--- src/rtl/mdio_responder.sv ---
// Clause-22 MDIO responder (PHY side) with a 32 x 16 register file and a local write port.
// Latency: pins are synchronized (2 flops + edge flop), so every protocol action lands 3 CLK after an MDC rising edge.
// Backpressure: none; MDIO is paced by the initiator's MDC, and local writes are accepted every CLK.
//
// Ports:
//   CLK, RST_N          system clock (>= 4x MDC) and asynchronous active-low reset
//   mdc_i, mdd_i        MDIO clock / data from the pin (asynchronous to CLK)
//   mdd_o, mdd_oe       MDIO data and tristate enable driven back to the pin
//   loc_we/addr/wdata   local register write port (registers 2/3 are read-only)
//   wr_valid/addr/data  one-CLK notification of a completed MDIO write
//   frame_err           one-CLK pulse when a frame is aborted on a malformed field
module mdio_responder #(
  parameter logic [4:0]  PHY_ADDR = 5'd1,
  parameter logic [15:0] PHYID1   = 16'h0022,
  parameter logic [15:0] PHYID2   = 16'h5F10,
  parameter int          PRE_LEN  = 32
) (
  input  logic        CLK,
  input  logic        RST_N,
  input  logic        mdc_i,
  input  logic        mdd_i,
  output logic        mdd_o,
  output logic        mdd_oe,
  input  logic        loc_we,
  input  logic [4:0]  loc_addr,
  input  logic [15:0] loc_wdata,
  output logic        wr_valid,
  output logic [4:0]  wr_addr,
  output logic [15:0] wr_data,
  output logic        frame_err
);

  localparam int            PW      = $clog2(PRE_LEN + 1);
  localparam logic [PW-1:0] PRE_MAX = PW'(PRE_LEN);

  typedef enum logic [3:0] {
    IDLE, ST, OP, PHYAD, REGAD, TA, RDATA, WDATA, SKIP
  } state_t;

  // ---------------------------------------------------------------------------
  // Pin synchronizers. mdc_sync[2] is the edge-detect flop; tick is high for
  // exactly one CLK per MDC rising edge, and the sampled data bit is taken from
  // the matching stage of the data synchronizer.
  // ---------------------------------------------------------------------------
  logic [2:0] mdc_sync;
  logic [1:0] mdd_sync;
  logic       tick;
  logic       sbit;

  always_ff @(posedge CLK or negedge RST_N) begin
    if (!RST_N) begin
      mdc_sync <= 3'b000;
      mdd_sync <= 2'b00;
    end else begin
      mdc_sync <= {mdc_sync[1:0], mdc_i};
      mdd_sync <= {mdd_sync[0], mdd_i};
    end
  end

  assign tick = mdc_sync[1] & ~mdc_sync[2];
  assign sbit = mdd_sync[1];

  // ---------------------------------------------------------------------------
  // Frame state
  // ---------------------------------------------------------------------------
  state_t        state,    state_n;
  logic [4:0]    bit_cnt,  bit_cnt_n;
  logic [PW-1:0] pre_cnt,  pre_cnt_n;
  logic          bit_hold, bit_hold_n;   // first bit of the two-bit OP / TA fields
  logic          is_rd,    is_rd_n;
  logic [4:0]    phyad,    phyad_n;
  logic [4:0]    regad,    regad_n;
  logic [15:0]   rd_sh,    rd_sh_n;
  logic [15:0]   wr_sh,    wr_sh_n;
  logic          mdd_o_n,  mdd_oe_n;
  logic          wr_valid_n, frame_err_n;
  logic [4:0]    wr_addr_n;
  logic [15:0]   wr_data_n;
  logic          mdio_we;
  logic [15:0]   rd_val;

  logic [15:0]   regs [32];

  // Registers 2/3 are constants; every other address comes from storage.
  always_comb begin
    case (regad)
      5'd2:    rd_val = PHYID1;
      5'd3:    rd_val = PHYID2;
      default: rd_val = regs[regad];
    endcase
  end

  always_comb begin
    state_n     = state;
    bit_cnt_n   = bit_cnt;
    pre_cnt_n   = pre_cnt;
    bit_hold_n  = bit_hold;
    is_rd_n     = is_rd;
    phyad_n     = phyad;
    regad_n     = regad;
    rd_sh_n     = rd_sh;
    wr_sh_n     = wr_sh;
    mdd_o_n     = mdd_o;
    mdd_oe_n    = mdd_oe;
    wr_valid_n  = 1'b0;
    frame_err_n = 1'b0;
    wr_addr_n   = wr_addr;
    wr_data_n   = wr_data;
    mdio_we     = 1'b0;

    if (tick) begin
      case (state)
        IDLE: begin
          if (sbit) begin
            if (pre_cnt != PRE_MAX) pre_cnt_n = pre_cnt + 1'b1;
          end else begin
            // This zero is the first start bit when the preamble is complete.
            pre_cnt_n = '0;
            if (pre_cnt == PRE_MAX) state_n = ST;
          end
        end

        ST: begin
          if (sbit) begin
            state_n   = OP;
            bit_cnt_n = 5'd0;
          end else begin
            state_n     = IDLE;
            frame_err_n = 1'b1;
          end
        end

        OP: begin
          if (bit_cnt == 5'd0) begin
            bit_hold_n = sbit;
            bit_cnt_n  = 5'd1;
          end else begin
            bit_cnt_n = 5'd0;
            if ({bit_hold, sbit} == 2'b10) begin
              is_rd_n = 1'b1;
              state_n = PHYAD;
            end else if ({bit_hold, sbit} == 2'b01) begin
              is_rd_n = 1'b0;
              state_n = PHYAD;
            end else begin
              state_n     = IDLE;
              frame_err_n = 1'b1;
            end
          end
        end

        PHYAD: begin
          phyad_n = {phyad[3:0], sbit};
          if (bit_cnt == 5'd4) begin
            bit_cnt_n = 5'd0;
            state_n   = REGAD;
          end else begin
            bit_cnt_n = bit_cnt + 5'd1;
          end
        end

        REGAD: begin
          regad_n = {regad[3:0], sbit};
          if (bit_cnt == 5'd4) begin
            bit_cnt_n = 5'd0;
            // Another PHY owns this frame: let its TA + data go by silently.
            state_n   = (phyad == PHY_ADDR) ? TA : SKIP;
          end else begin
            bit_cnt_n = bit_cnt + 5'd1;
          end
        end

        TA: begin
          if (is_rd) begin
            // Take the bus on TA bit 1 and snapshot the register so that
            // writes landing during the frame cannot tear the read data.
            mdd_oe_n  = 1'b1;
            mdd_o_n   = 1'b0;
            rd_sh_n   = rd_val;
            bit_cnt_n = 5'd0;
            state_n   = RDATA;
          end else if (bit_cnt == 5'd0) begin
            bit_hold_n = sbit;
            bit_cnt_n  = 5'd1;
          end else begin
            bit_cnt_n = 5'd0;
            if ({bit_hold, sbit} == 2'b10) begin
              state_n = WDATA;
            end else begin
              state_n     = IDLE;
              frame_err_n = 1'b1;
            end
          end
        end

        RDATA: begin
          // 16 ticks shift out bits 15..0, the 17th releases the bus.
          if (bit_cnt == 5'd16) begin
            mdd_oe_n  = 1'b0;
            mdd_o_n   = 1'b0;
            bit_cnt_n = 5'd0;
            state_n   = IDLE;
          end else begin
            mdd_o_n   = rd_sh[15];
            rd_sh_n   = {rd_sh[14:0], 1'b0};
            bit_cnt_n = bit_cnt + 5'd1;
          end
        end

        WDATA: begin
          wr_sh_n = {wr_sh[14:0], sbit};
          if (bit_cnt == 5'd15) begin
            wr_valid_n = 1'b1;
            wr_addr_n  = regad;
            wr_data_n  = {wr_sh[14:0], sbit};
            mdio_we    = (regad != 5'd2) && (regad != 5'd3);
            bit_cnt_n  = 5'd0;
            state_n    = IDLE;
          end else begin
            bit_cnt_n = bit_cnt + 5'd1;
          end
        end

        SKIP: begin
          // Two TA bits plus 16 data bits.
          if (bit_cnt == 5'd17) begin
            bit_cnt_n = 5'd0;
            state_n   = IDLE;
          end else begin
            bit_cnt_n = bit_cnt + 5'd1;
          end
        end

        default: state_n = IDLE;
      endcase
    end
  end

  always_ff @(posedge CLK or negedge RST_N) begin
    if (!RST_N) begin
      state     <= IDLE;
      bit_cnt   <= 5'd0;
      pre_cnt   <= '0;
      bit_hold  <= 1'b0;
      is_rd     <= 1'b0;
      phyad     <= 5'd0;
      regad     <= 5'd0;
      rd_sh     <= 16'h0000;
      wr_sh     <= 16'h0000;
      mdd_o     <= 1'b0;
      mdd_oe    <= 1'b0;
      wr_valid  <= 1'b0;
      wr_addr   <= 5'd0;
      wr_data   <= 16'h0000;
      frame_err <= 1'b0;
    end else begin
      state     <= state_n;
      bit_cnt   <= bit_cnt_n;
      pre_cnt   <= pre_cnt_n;
      bit_hold  <= bit_hold_n;
      is_rd     <= is_rd_n;
      phyad     <= phyad_n;
      regad     <= regad_n;
      rd_sh     <= rd_sh_n;
      wr_sh     <= wr_sh_n;
      mdd_o     <= mdd_o_n;
      mdd_oe    <= mdd_oe_n;
      wr_valid  <= wr_valid_n;
      wr_addr   <= wr_addr_n;
      wr_data   <= wr_data_n;
      frame_err <= frame_err_n;
    end
  end

  // ---------------------------------------------------------------------------
  // Register file. The MDIO write is issued after the local write so that a
  // same-address collision resolves in favour of MDIO.
  // ---------------------------------------------------------------------------
  always_ff @(posedge CLK or negedge RST_N) begin
    if (!RST_N) begin
      for (int i = 0; i < 32; i++) regs[i] <= 16'h0000;
    end else begin
      if (loc_we && (loc_addr != 5'd2) && (loc_addr != 5'd3))
        regs[loc_addr] <= loc_wdata;
      if (mdio_we)
        regs[regad] <= wr_data_n;
    end
  end

endmodule

--- config.mk ---
export PLATFORM = sky130hd
export DESIGN_NAME = mdio_responder
export DESIGN_NICKNAME = d
export VERILOG_FILES = /design/src/rtl/mdio_responder.sv
export SDC_FILE = /design/constraint.sdc
export NUM_CORES = 1
export LEC_CHECK = 0
export BUFFER_PORTS_ARGS = -buffer_cell sky130_fd_sc_hd__clkbuf_2
export CAP_MARGIN = 30
export CORE_MARGIN = 4
export CORE_UTILIZATION = 52
export CTS_BUF_LIST = sky130_fd_sc_hd__clkbuf_4
export CTS_CLUSTER_SIZE = 28
export DETAILED_ROUTE_END_ITERATION = 10
export PLACE_DENSITY = 0.79
export SYNTH_ARGS = -nofsm -noshare
export SYNTH_HDL_FRONTEND = slang
export SYNTH_SLANG_ARGS = --single-unit
export TNS_END_PERCENT = 100
--- constraint.sdc ---
create_clock -name CLK -period 4 [get_ports CLK]
set_clock_uncertainty 0.1 [all_clocks]
set_input_delay 0.4 -clock CLK [delete_from_list [all_inputs] [get_ports CLK]]
set_output_delay 0.4 -clock CLK [all_outputs]
set_load 0.01 [all_outputs]
==> out/results.tsv <==
metric	value	unit
outcome	complete, no violations	
synth_xor_xnor_area_share	0.000817	
globalplace.congestion	1.07	
synth_seq_cells	600	
setup_viol	0	
totalWireLength	106000	um
max-clock-path-buffers	3	
startpoint	regad[1]$_DFFE_PN0P_	
r2r_slack	0.37	ns
rsz0062_at_grt	false	
p_sw_frac	0.292	
clock_insertion_delay_worst_skew	1.02	ns
cell_row_count	90	
crit_arrival	4.44	ns
setup_tns_final	0	ns
critical_path.startpoint_type	flip-flop	
post-synth-top-area-fraction	0.467	
layout_min_cycle_time	3.63	ns
largest_net_degree_at_the_start_of_global_routing	104	
synth.lib_cells_used.distinct	59	
grt.total_usage	0.319	
starting_density_of_the_core	0.529	
synth_compound_area_frac	0.0380	
post_drt_wl_per_cell	29.1	um
full_die_area	65900	um2
dp_hpwl	69300	um
yosys.area_share.simple	0.0546	
power_frac_seq	0.502	
hold_viol_final	0	
period_share	0.909	
worst_slew_pin_slew	1.09	ns
dr_total_vias	23900	
cts.reportedPaths.clkPinSlew	0.06	ns
num_io_pins	51	
drtAntennaViolNets	0	
buffer_ports.inserted	50	
synth.largest_area_cell	dfrtp_1	
detail_route.drc_violations	0	
post_route_cells_drive_above_1_share	0.182	
synth_top_cells_by_count	mux2i_1 (1232), dfrtp_1 (600), clkbuf_1 (191)	
num-nets-final	2779	
first_pass_iters	6	
yosys-mux-area-fraction	0.393	
leakage	15.3	nW
clock_sinks	600	
synth_most_common_cell	mux2i_1	
tritoncts.num_buffers	162	
first_iter_violations	2543	
mapped_avg_cell_area	12.0	um2
p_int	10.7	mW
tritoncts	built	
p_comb_frac	0.137	
power.density	424	nW/um2
synth_top_family_by_area	multiplexers	
gate_count_of_the_mapped_netlist	2678	
hold_path.startpoint	loc_addr[4]	
post_synth_main_area_contributors	dfrtp_1 (47%), mux2i_1 (38%), o22ai_1 (2.5%)	
die_width	257	um
wire_length_of_the_first_global_routing_pass	159000	um
grt.overflow.total	0	
quantity_of_gates_resized_following_cts	0	
cts-htree-levels	4	
cts.root.buffer_cell	clkbuf_4	
finalMaxSlewViolations	0	
achievable-frequency	275	MHz
worstPathRequired	4.81	ns
power.switching	4.43	mW
hold_path.class	in -> reg	
clockPowerShare	0.361	
floorplan.core_area	60800	um2
worst_r2r_startpoint	regad[1]$_DFFE_PN0P_	
largest_fanout_on_the_critical_path	48	
asyncSetResetFlopFracSynth	1.00	
timing.max_slew.rel_slack	0.273	
maxCapViolations	0	
synthFlopType	dfrtp_1	
grt_pass1_vias	24600	
post_synth_fa_ha_maj_area_fraction	0.00311	
area_delta_synth_final	11.2	%
yosys_warnings	0	
postCtsSetupRepairBufs	0	
part_of_the_yosys_area_used_for_sequential_elements	0.467	
grt_antenna_before_repair	7	
mappedNetlistNets	2712	
fin_util	0.588	
synth-edff-count	0	
die_y	257	um
vdd_ir_drop_max	0.234	mV
syn_area	32200	um2
worstSetupEndpointType	flip-flop	
drt-vias-per-instance	6.55	
path_class	reg -> reg	
[sequential cells by signal, summed over array words and instances, names as in the netlist, 3 cells and up]
register and count:
phyad 5, wr_addr 5, mdc_sync 3, state 4
bit_cnt 5, wr_data 16, rd_sh 16, regad 5
pre_cnt 6, wr_sh 15, regs 512
[repair_timing]
action | in CTS | in global routing
setup endpoints to repair | 0 | 0
hold buffers | 8 | 0
endpoints found under the hold margin | 131 | 0
[logic make-up (layout without fill, tap and decap cells)]
family,after synthesis,after routing
xor+xnor,3,3
buf+inv,317,496
mux,1260,1260
compound gates,191,191
other cells,0,10
flops,600,600
simple gates,299,299
fa+ha+maj,8,8
[worst max-delay path: stages (launching register included)]
cell	delay, ns
dfrtp_4	1.12
buf_4	0.37
buf_4	0.22
mux2i_1	0.25
o22ai_1	0.11
nor4_1	0.85
nand2_1	0.12
a221o_1	0.35
[cell type report]
class,count,area (um2)
repair buffers,192,1640
diodes,10,25.0
well taps,782,978
inverters,28,105
clock inverters,64,412
clock buffers,212,1590
multi-input cells,1761,16000
flip-flops and latches,600,15000
fillers,4849,25000
[through the flow]
stage / area, um2 / total power [mW] / hold slack, ns / setup slack, ns / std cells
final: 35800 / 15.2 / 0.0960 / 0.365 / 3649
after global placement: 33500 / 9.52 / 0.243 / 0.661 / 3345
after detailed placement: 33700 / 9.72 / 0.240 / 0.643 / 3355
after CTS: 35700 / 15.2 / 0.00217 / 0.625 / 3639
after floorplan: 32200 / 8.89 / 0.00441 / 1.26 / 2678
after global routing: 35800 / 15.9 / 0.0871 / 0.374 / 3645
[per-layer routing]
layer	track usage	up-vias	wire, um
met5	0	-	0
met4	0.151	0	5040
met3	0.0943	292	10200
met2	0.483	1289	47800
met1	0.422	12400	43300
li1	-	9971	-
[cell usage in the layout (no fill, tap or decap), types with 7 or more instances in the layout]
cell type      instances
nor4_1                20
mux2_2                28
buf_4                109
buf_12                18
o31ai_1                8
nor2_1                57
nand4bb_1              9
and3_1                11
nand2_1               61
or4_1                 18
diode_2               10
clkinv_1              43
clkbuf_4             212
o21ai_0               16
buf_8                  7
inv_1                 28
mux2i_1             1216
clkbuf_2              49
clkinv_2               8
dfrtp_1              599
nand2b_1               7
o22ai_1              128
nand4_1                8
a21oi_1               15
mux2i_4               16
nor2b_1                9
dlygate4sd3_1          8
nor2_2                33
ha_1                   8
nand3_1               11
[power groups by stage]
stage / sequential [mW] / clock, mW / combinational [mW]
finish: 7.61 / 5.47 / 2.08
global route: 7.68 / 5.90 / 2.30
CTS: 7.57 / 5.55 / 2.06
detailed placement: 7.67 / 0 / 2.05
global placement: 7.61 / 0 / 1.91
floorplan: 7.49 / 0 / 1.40
[path summary, 6_finish.rpt]
check	end	cells past startpoint
worst max-delay path	rd_sh[7]$_DFFE_PN0P_	7
worst min-delay path	regs[118]$_DFF_PN0_	5
worst max register to register	rd_sh[7]$_DFFE_PN0P_	7
worst min register to register	mdd_sync[1]$_DFF_PN0_	0
max in group asynchronous	wr_data[0]$_DFF_PN0_	4
min in group asynchronous	regs[308]$_DFF_PN0_	3
No activity file was read; power rests on OpenSTA's default activity.
